<file path="src/rtl/axi4_lite_master_write.sv">
// AXI4-Lite single-beat write manager: AW/W issued together, then waits for B.
// Optional watchdog compiled in with `define AXI_MW_TIMEOUT_EN.
module axi4_lite_master_write #(
  parameter int AXI_ADDR_WIDTH = 64,
  parameter int AXI_DATA_WIDTH = 32,
  parameter int TIMEOUT_CYCLES = 256
) (
  input  logic                        clk,
  input  logic                        arst,
  input  logic                        i_start_write,
  input  logic [AXI_ADDR_WIDTH-1:0]   i_addr,
  input  logic [AXI_DATA_WIDTH-1:0]   i_data,
  input  logic [AXI_DATA_WIDTH/8-1:0] i_strb,
  output logic                        o_busy,
  output logic                        o_done,
  output logic                        o_error,
  output logic                        o_timeout,
  output logic                        AW_VALID,
  output logic [2:0]                  AW_PROT,
  output logic [AXI_ADDR_WIDTH-1:0]   AW_ADDR,
  input  logic                        AW_READY,
  output logic [AXI_DATA_WIDTH-1:0]   W_DATA,
  output logic                        W_VALID,
  output logic [AXI_DATA_WIDTH/8-1:0] W_STRB,
  input  logic                        W_READY,
  output logic                        B_READY,
  input  logic [1:0]                  B_RESP,
  input  logic                        B_VALID
);

  typedef enum logic [1:0] {
    IDLE,
    ADDR_DATA,
    RESP,
    DONE
  } state_t;

  state_t state_q, state_d;

  logic                        aw_valid_q, aw_valid_d;
  logic                        w_valid_q, w_valid_d;
  logic                        b_ready_q, b_ready_d;
  logic                        done_q, done_d;
  logic                        error_q, error_d;
  logic [AXI_ADDR_WIDTH-1:0]   addr_q, addr_d;
  logic [AXI_DATA_WIDTH-1:0]   data_q, data_d;
  logic [AXI_DATA_WIDTH/8-1:0] strb_q, strb_d;
  logic                        aw_done, w_done;

  always_ff @(posedge clk or posedge arst) begin
    if (arst) begin
      state_q    <= IDLE;
      aw_valid_q <= 1'b0;
      w_valid_q  <= 1'b0;
      b_ready_q  <= 1'b0;
      done_q     <= 1'b0;
      error_q    <= 1'b0;
      addr_q     <= '0;
      data_q     <= '0;
      strb_q     <= '0;
    end else begin
      state_q    <= state_d;
      aw_valid_q <= aw_valid_d;
      w_valid_q  <= w_valid_d;
      b_ready_q  <= b_ready_d;
      done_q     <= done_d;
      error_q    <= error_d;
      addr_q     <= addr_d;
      data_q     <= data_d;
      strb_q     <= strb_d;
    end
  end

  always_comb begin
    state_d    = state_q;
    aw_valid_d = aw_valid_q;
    w_valid_d  = w_valid_q;
    b_ready_d  = b_ready_q;
    done_d     = 1'b0;
    error_d    = error_q;
    addr_d     = addr_q;
    data_d     = data_q;
    strb_d     = strb_q;
    // a channel counts as done once its VALID has dropped or handshakes now
    aw_done    = ~aw_valid_q | AW_READY;
    w_done     = ~w_valid_q | W_READY;
    unique case (state_q)
      IDLE: begin
        if (i_start_write) begin
          addr_d     = i_addr;
          data_d     = i_data;
          strb_d     = i_strb;
          aw_valid_d = 1'b1;
          w_valid_d  = 1'b1;
          error_d    = 1'b0;
          state_d    = ADDR_DATA;
        end
      end
      ADDR_DATA: begin
        if (AW_READY) aw_valid_d = 1'b0;
        if (W_READY)  w_valid_d  = 1'b0;
        if (aw_done && w_done) begin
          b_ready_d = 1'b1;
          state_d   = RESP;
        end
      end
      RESP: begin
        if (B_VALID) begin
          b_ready_d = 1'b0;
          error_d   = B_RESP inside {2'b10, 2'b11};
          done_d    = 1'b1;
          state_d   = DONE;
        end
      end
      DONE: begin
        state_d = IDLE;
      end
      default: state_d = IDLE;
    endcase
  end

`ifdef AXI_MW_TIMEOUT_EN
  localparam int CW = $clog2(TIMEOUT_CYCLES + 1);
  localparam logic [CW-1:0] TMAX = CW'(TIMEOUT_CYCLES);

  logic [CW-1:0] cnt_q, cnt_d;
  logic          timeout_q, timeout_d;

  always_ff @(posedge clk or posedge arst) begin
    if (arst) begin
      cnt_q     <= '0;
      timeout_q <= 1'b0;
    end else begin
      cnt_q     <= cnt_d;
      timeout_q <= timeout_d;
    end
  end

  // counter saturates; the transaction itself is never aborted
  always_comb begin
    cnt_d     = cnt_q;
    timeout_d = timeout_q;
    if (state_q == IDLE) begin
      if (i_start_write) begin
        cnt_d     = '0;
        timeout_d = 1'b0;
      end
    end else if (state_q == ADDR_DATA || state_q == RESP) begin
      if (cnt_q != TMAX) cnt_d = cnt_q + 1'b1;
      if (cnt_d == TMAX) timeout_d = 1'b1;
    end
  end

  assign o_timeout = timeout_q;
`else
  assign o_timeout = 1'b0;
`endif

  assign o_busy   = (state_q != IDLE);
  assign o_done   = done_q;
  assign o_error  = error_q;
  assign AW_VALID = aw_valid_q;
  assign AW_PROT  = 3'b000;
  assign AW_ADDR  = addr_q;
  assign W_DATA   = data_q;
  assign W_VALID  = w_valid_q;
  assign W_STRB   = strb_q;
  assign B_READY  = b_ready_q;

endmodule

</file>
<file path="config.mk">
export PLATFORM = sky130hd
export DESIGN_NAME = axi4_lite_master_write
export DESIGN_NICKNAME = d
export VERILOG_FILES = /design/src/rtl/axi4_lite_master_write.sv
export SDC_FILE = /design/constraint.sdc
export NUM_CORES = 1
export LEC_CHECK = 0
export BUFFER_PORTS_ARGS = -buffer_cell sky130_fd_sc_hd__buf_2
export CAP_MARGIN = 20
export CORE_MARGIN = 5
export CORE_UTILIZATION = 45
export CTS_CLUSTER_SIZE = 24
export DETAILED_ROUTE_END_ITERATION = 8
export PLACE_DENSITY_LB_ADDON = 0.2
export SLEW_MARGIN = 20
export SYNTH_ARGS = -nofsm -noshare
export SYNTH_HDL_FRONTEND = slang
export SYNTH_SLANG_ARGS = --single-unit
</file>
<file path="constraint.sdc">
create_clock -name clk -period 3.94 [get_ports clk]
set_input_delay 0.591 -clock clk [delete_from_list [all_inputs] [get_ports clk]]
set_output_delay 0.591 -clock clk [all_outputs]
set_load 0.005 [all_outputs]
</file>
Word-level counts from Yosys, hierarchy flattened
Cells that the tools add are included.
- add/subtract/negate cells: 0
- $mul: 0
- div/mod/pow operators: 0
- magnitude comparators: 0
- eq/ne operators: 10
- shift operators: 0
- multiplexer cells: 17
- bitwise logic cells: 4
- reduce and logical (&&, ||, !) cells: 13
- operator list (kind ; count):
    3-bit AND reduction ; 5
    2-bit inequality test, second input constant ; 5
    2-bit nonzero test ; 5
    1-bit 2-to-1 mux ; 9
    2-bit equality test, second input constant ; 4
    1-bit one-hot mux with 2 select lines ; 4
    2-bit one-hot mux with 4 select lines ; 1
    2-bit 2-to-1 mux ; 3
    2-bit by 1-bit equality test with 1-bit output, second input constant ; 1
    2-bit logical NOT ; 1
    1-bit NOT ; 2
    1-bit OR ; 2
    2-bit AND reduction ; 1
    1-bit logical AND ; 1
- flip-flop bits (word level): 107
- bits in latches: 0
- memory bits (writable): 0
- ROM bits: 0
- bits of input ports: 108
- word-level logic and storage cells: 53
- memories kept: 0

Longest topological paths before layout
Gate-level depths: netlist (run 1).
- depth in word-level cells: 5
- mapped depth: 6
- depth with buffers taken out: 5

Worst setup path before layout (run 1)
OpenSTA, ideal clock, no wires.
- path type: input to register
- start point: in i_start_write
- end point: reg state_q[1]
- library setup time: 127 ps
- data arrival time: 1466 ps
- required time: 3813 ps
- path slack: 2347 ps
- stages on the path: 4
- buffers on the path: 1
- cell sequence: buf_4 > inv_2 > a222oi_1 > mux2_1
- longest elaborated chain between the ends: 2
- RTL lines (what ; RTL line ; text):
    start, declared ; 10 ; input logic i_start_write,
    2-bit inequality test (no line) ; n/a ;
    3-bit AND reduction (no line) ; n/a ;
    end signal, assigned ; 62 ; state_q <= state_d;
    end, declared ; 38 ; state_t state_q, state_d;
Every way passes these cells.
A chain may end at the register's enable or synchronous reset.

Worst setup path after layout (run 1)
- start point: reg state_q[0]
- end point: reg strb_q[2], in the netlist W_STRB[2]
- longest elaborated chain between the ends: 2
- RTL lines (what ; RTL line ; text):
    2-bit logical NOT ; 87 ; unique case (state_q)
    2-bit AND reduction (no line) ; n/a ;
    end signal, assigned ; 70 ; strb_q <= strb_d;
    end, declared ; 47 ; logic [AXI_DATA_WIDTH/8-1:0] strb_q, strb_d;
Every way passes these cells.

==> results.json, run 1 <==
{
  "status": "complete, no violations",
  "p_total_mw": 4.306,
  "worstHoldPathType": "input port to async pin",
  "die-area_um2": 11180,
  "ys_types": 23,
  "endpoint_kind": "flip-flop",
  "synth_top_family_by_area": "multiplexers",
  "fin_worst_skew_ns": 0.008997,
  "timing.rr.start": "state_q[0]$_DFFE_PP0P_",
  "reg2regPathDepth": 5,
  "p_leak_nw": 2.812,
  "power_frac_seq_pct": 44.4,
  "worstPathMaxFanout": 51,
  "rsz0062_at_grt": "false",
  "clock_latency_ns": 0.36,
  "finalHoldViolations": 0,
  "synth-simple-area-share_pct": 0.9405,
  "max-cap-violations": 0,
  "via_count": 2811,
  "critPathRequiredTime_ns": 4.18,
  "min_period_ns": 2.218,
  "yosys.area_share.adder_pct": 0.9102,
  "grtUsageTotal_pct": 16.80,
  "placed_cell_area_um2": 5285,
  "place.gp.congestion": 0.7452,
  "synth-compound-area-share_pct": 2.154,
  "ys_warn_count": 0,
  "area_growth_pct": 33.40,
  "start_util_pct": 45.49,
  "drc": 0,
  "portBuffers": 212,
  "ctsHoldBuffers": 0,
  "viasPerCell": 4.781,
  "grt_pass1_wl_um": 14930,
  "first_pass_iters": 5,
  "combPwrFrac_pct": 38.9,
  "setup_tns_ns": 0,
  "finalCritPeriodShare_pct": 56.29,
  "syn_area_per_cell_um2": 15.92,
  "rows": 35,
  "ctsHtreeMaxLevel": 3,
  "grt_overflow_total": 0,
  "layout.area.seq_um2": 2678,
  "p_int_mw": 2.990,
  "r2r-end": "W_STRB[2]$_DFFE_PP0P_",
  "die-width_um": 105.7,
  "fillerInstances": 751,
  "drtAntennaViolNets": 0,
  "final_area_um2": 5502,
  "grt_max_degree": 52,
  "multi_input_area_um2": 1333,
  "startpoint_type": "flip-flop",
  "setup_viol": 0,
  "pin_count": 218,
  "drt_wl_total_um": 9379,
  "final_layout_size_suffix_gt1_share_pct": 70.02,
  "final.setup.worst_slack_ns": 1.722,
  "synth_seq_area_share_pct": 64.93,
  "hpwl_um": 7221,
  "layout_common_cells": "buf_2 (212), dfrtp_1 (107), mux2_2 (100)",
  "r2r_slack_ns": 1.72,
  "first_iter_violations": 74,
  "p_sw_share_pct": 30.57,
  "antenna_cells": 0,
  "ctsResizeCount": 0,
  "dp.cells": 572,
  "fmax_mhz": 450.9,
  "yosys-mux-area-fraction_pct": 27.82,
  "path_clk_slew_ns": 0.11,
  "cts_max_path_buffers": 2,
  "post_cts_buffers": 0,
  "pwr-share-clk_pct": 16.7,
  "synthXorXnorAreaFrac_pct": 0,
  "coreArea_um2": 9065,
  "stdcell_count": 588,
  "layout_commonest_cell": "buf_2",
  "root_buffer": "clkbuf_8",
  "switchingPower_mw": 1.316,
  "first_global_vias": 2990,
  "fin_nets": 583,
  "die_h_um": 105.7,
  "worstSetupPathType": "flip-flop to flip-flop",
  "clock-sinks": 107,
  "synth_area_um2": 4124,
  "cp.arrival_ns": 2.46,
  "preCtsSetupSlack_ns": 1.725,
  "yosys_register_bits": 107,
  "avgRoutedWirePerCell_um": 15.95,
  "p_per_area_nw_per_um2": 782.6,
  "slew_headroom_pct": 55.92,
  "slew_viol_final": 0,
  "cts_buffers": 9,
  "ir_drop_mv": 0.4685,
  "synthCells": 259,
  "cts_tree": "yes",
  "antenna_found_initial": 0,
  "tightest_slew_ns": 0.6613
}
## layer usage
metal / wire length [um] / up-vias / global-route usage, % / share of wire, %
li1: - / 1319 / - / -
met1: 3650 / 1349 / 20.76 / 39
met2: 4641 / 131 / 27.60 / 49
met3: 938 / 12 / 5.328 / 10
met4: 149 / 0 / 6.383 / 1.6
met5: 0 / - / 0 / 0
## cell usage after synthesis
cell type,count,area (um2)
a222oi_1,1,10.01
a2bb2oi_1,2,17.52
nand2_1,3,11.26
nand2_2,1,6.260
conb_1,1,3.750
nor2_1,1,3.750
o22ai_1,1,6.260
dfrtp_1,107,2678
ha_1,3,37.54
and2_1,1,6.260
o21ai_0,4,20.02
mux2i_1,1,10.01
nand3_1,1,5.000
mux2_2,100,1126
buf_4,5,37.54
mux2_1,1,11.26
a22o_1,2,17.52
nand2b_1,1,6.260
o2bb2ai_1,1,8.760
buf_2,11,55.05
inv_2,1,3.750
a32oi_1,1,8.760
inv_1,9,33.78
## critical path, cell delays in order, from the launching register on
cell and delay, ns:
dfrtp_1 0.40, inv_1 0.08, ha_1 0.32, nand2_4 0.54, buf_12 0.33, mux2_2 0.38
## state kept, by name (all words and copies together) (netlist names)
| name | cells |
|---|---|
| W_VALID | 1 |
| AW_ADDR | 64 |
| state_q | 2 |
| W_DATA | 32 |
| W_STRB | 4 |
| o_error | 1 |
| o_done | 1 |
| AW_VALID | 1 |
| B_READY | 1 |
## how the worst max path moves through the flow
stage / start / to / slack, ns
floorplan: arst / AW_ADDR[0]$_DFFE_PP0P_ / 0.53
global placement: state_q[0]$_DFFE_PP0P_ / W_DATA[29]$_DFFE_PP0P_ / 1.78
detailed placement: state_q[0]$_DFFE_PP0P_ / W_DATA[2]$_DFFE_PP0P_ / 1.72
CTS: state_q[0]$_DFFE_PP0P_ / W_STRB[2]$_DFFE_PP0P_ / 1.70
global route: state_q[0]$_DFFE_PP0P_ / W_STRB[2]$_DFFE_PP0P_ / 1.59
finish: state_q[0]$_DFFE_PP0P_ / W_STRB[2]$_DFFE_PP0P_ / 1.72
## cell families (layout without fill, tap and decap cells)
family                   after synthesis  in the layout
adder cells (fa/ha/maj)                3              3
AND/OR/NAND/NOR                        8              8
buffers and inverters                 26            241
other                                  1              4
multiplexers                         102            102
flip-flops                           107            107
AO/OA/AOI/OAI                         12             12
## power by group through the flow
| stage | clock network (mW) | logic [mW] | registers, mW |
|---|---|---|---|
| after floorplan | 0 | 0.857 | 1.99 |
| after global placement | 0 | 1.67 | 1.91 |
| after global routing | 0.787 | 1.85 | 1.99 |
| after detailed placement | 0 | 1.72 | 1.94 |
| after CTS | 0.743 | 1.72 | 1.92 |
| final | 0.718 | 1.68 | 1.91 |
## layout make-up
| cell class | count | area share [%] |
|---|---|---|
| flip-flops and latches | 107 | 48.67 |
| multi-input cells | 129 | 24.22 |
| repair buffers | 215 | 19.92 |
| clock buffers | 11 | 2.752 |
| well taps | 111 | 2.524 |
| clock inverters | 5 | 1.183 |
| inverters | 10 | 0.7278 |
## metrics by stage
stage / hold WS [ns] / util [%]
5_1_grt: 0.2717 / 60.69
6_report: 0.2502 / 60.69
2_1_floorplan: 0.4849 / -
3_3_place_gp: 0.4803 / 58.30
3_5_place_dp: 0.4865 / 58.30
4_1_cts: 0.2511 / 60.69
(Power assumes the default switching activity.)
==> inputs of run 2 (changes only) <==
ABC_AREA = 1   (was unset)
clock period = 2.3 ns   (was 3.94 ns; I/O delays follow)
==> run 2 against run 1 <==
Core utilization down 0.73 points. Clock power up 62%. Critical path depth up 1. Final area up 0.70%. Combinational power up 63%. Synthesized cell count up 87%. Clock skew up 0.0029 ns. Power up 65%. Global-route usage up 2.2 points. Die area up 2.8%.
==> results.json, run 2 <==
{
  "tightest_slew_ns": 0.5757,
  "hpwl_um": 7860,
  "drc": 0,
  "cp.arrival_ns": 1.97,
  "setup_tns_ns": 0,
  "cts_max_path_buffers": 2,
  "finalHoldViolations": 0,
  "die_h_um": 107.2,
  "startpoint_type": "flip-flop",
  "ctsHtreeMaxLevel": 3,
  "ys_warn_count": 0,
  "slew_headroom_pct": 61.62,
  "syn_area_per_cell_um2": 8.782,
  "first_global_vias": 3634,
  "clock-sinks": 107,
  "first_iter_violations": 273,
  "rows": 35,
  "fin_worst_skew_ns": 0.01190,
  "max-cap-violations": 0,
  "pin_count": 218,
  "area_growth_pct": 30.35,
  "ctsResizeCount": 0,
  "p_leak_nw": 3.390,
  "path_clk_slew_ns": 0.11,
  "drt_wl_total_um": 10810,
  "synthCells": 484,
  "slowest_delay_ns": 0.39,
  "synth.top_cell.area_share_pct": 63.00,
  "setup_viol": 0,
  "fmax_mhz": 590.8,
  "layout.area.seq_um2": 2678,
  "layout_commonest_cell": "nand2_1",
  "post_cts_buffers": 0,
  "cts_buffers": 9,
  "portBuffers": 212,
  "worstPathMaxFanout": 42,
  "final_layout_size_suffix_gt1_share_pct": 34.01,
  "root_buffer": "clkbuf_8",
  "status": "complete, no violations",
  "multi_input_area_um2": 1330,
  "cts_tree": "yes",
  "antenna_found_initial": 0,
  "synth_most_common_cell": "nand2_1",
  "slew_viol_final": 0,
  "ctsHoldBuffers": 0,
  "p_per_area_nw_per_um2": 1283,
  "synth_seq_area_share_pct": 63.00,
  "fillerInstances": 860,
  "via_count": 3677,
  "synth_edf_count": 0,
  "grt_pass1_wl_um": 17630,
  "async_flop_share_pct": 100.0,
  "synthTopCellsByArea": "dfrtp_1 (63%), nand2_1 (28%), buf_6 (2.6%), inv_1 (1.3%), buf_2 (1.3%)",
  "preCtsSetupSlack_ns": 0.6196,
  "viasPerCell": 4.468,
  "yosysTopAreaCell": "dfrtp_1",
  "rsz0062_at_grt": "false",
  "worstHoldPathType": "input port to async pin",
  "grt_overflow_total": 0,
  "avgRoutedWirePerCell_um": 13.13,
  "yosys_most_used_dff": "dfrtp_1",
  "first_pass_iters": 4,
  "cp_cell_sequence": "inv_1 -> ha_1 -> nand2_4 -> buf_4 -> o21ai_0 -> o211ai_1",
  "finalCritPeriodShare_pct": 73.59,
  "die-width_um": 107.2,
  "endpoint_kind": "flip-flop",
  "drtAntennaViolNets": 0,
  "clock_latency_ns": 0.36,
  "antenna_cells": 0,
  "start_util_pct": 46.00,
  "place.gp.congestion": 0.8115,
  "die-area_um2": 11490,
  "ys_types": 16,
  "min_period_ns": 1.693,
  "grtUsageTotal_pct": 19.04,
  "ir_drop_mv": 0.7778,
  "layout_common_cells": "nand2_1 (315), buf_2 (212), dfrtp_1 (107)",
  "grt_max_degree": 108,
  "synth_area_um2": 4250,
  "worstSetupPathType": "flip-flop to flip-flop",
  "synth.cells.most_frequent": "nand2_1 (316), dfrtp_1 (107), inv_1 (15), buf_2 (11), buf_6 (10)",
  "final.setup.worst_slack_ns": 0.6075,
  "cpMaxStageDelayCell": "dfrtp_1",
  "fin_nets": 800,
  "largest_reg_flops": 64,
  "critPathRequiredTime_ns": 2.58,
  "yosys_register_bits": 107,
  "coreArea_um2": 9240
}
-- run 2: changes by cell type after synthesis, moves of 2 or more --
| cell | change |
|---|---|
| a22o_1 | -2 |
| a2bb2oi_1 | -2 |
| buf_6 | +10 |
| inv_1 | +6 |
| mux2_2 | -100 |
| nand2_1 | +313 |
| nand3_1 | +3 |
| nand4_1 | +4 |
| o211ai_1 | +2 |
| o21ai_0 | -2 |
-- run 2: logic make-up (layout without fill, tap and decap cells) --
family | count (synthesis) | count (layout) | synth area share (%)
compound gates | 4 | 4 | 0.5887
buf+inv | 42 | 249 | 6.152
fa+ha+maj | 3 | 3 | 0.8832
flops | 107 | 107 | 63.00
simple gates | 327 | 327 | 29.29
other cells | 1 | 4 | 0.08823
-- run 2: through the flow --
stage	hold slack (ns)	area [um2]	cells	util [%]	total power, mW
after floorplan	0.4546	4265	487	-	4.772
after global placement	0.4574	5344	807	57.83	5.931
after detailed placement	0.4595	5344	807	57.83	6.040
after CTS	0.1491	5540	823	59.96	7.221
after global routing	0.1541	5540	823	59.96	7.774
final	0.1647	5540	823	59.96	7.108
-- run 2: cell type report --
type / count / area share, %
timing repair buffer: 217 / 20.05
sequential: 107 / 48.33
clock buffer: 10 / 2.304
multi-input combinational: 338 / 24.01
clock inverter: 6 / 1.242
tap: 129 / 2.913
inverter: 16 / 1.152
-- run 2: path summary, 6_finish.rpt --
| check | start | to | cells after the start | slack, ns |
|---|---|---|---|---|
| max | state_q[0]$_DFFE_PP0P_ | W_VALID$_DFFE_PP0P_ | 6 | 0.61 |
| min | arst | AW_ADDR[0]$_DFFE_PP0P_ | 3 | 0.16 |
| max reg2reg | state_q[0]$_DFFE_PP0P_ | W_VALID$_DFFE_PP0P_ | 6 | 0.61 |
| min reg2reg | AW_ADDR[1]$_DFFE_PP0P_ | AW_ADDR[1]$_DFFE_PP0P_ | 2 | 0.48 |
| max in group asynchronous | arst | AW_ADDR[25]$_DFFE_PP0P_ | 3 | 1.74 |
| min in group clk | i_data[22] | W_DATA[22]$_DFFE_PP0P_ | 3 | 0.17 |
-- run 2: worst max-delay path, delay by kind of cell (launching register included) --
family | cells | cell delay, ns
AOI/OAI and AO/OA | 2 | 0.41
and+or+nand+nor | 1 | 0.10
adders and majority gates | 1 | 0.28
buffers and inverters | 2 | 0.44
DFF | 1 | 0.39
-- run 2: power by group --
part | internal, mW | switching (mW)
combinational | 1.20 | 1.54
sequential | 2.76 | 0.452
clock | 0.515 | 0.641
total | 4.48 | 2.63
-- run 2: metal layers --
layer,wire length [um],global-route usage [%]
met2,5009,30.65
met4,223,6.941
met5,0,0
met3,1045,5.599
met1,4530,24.44
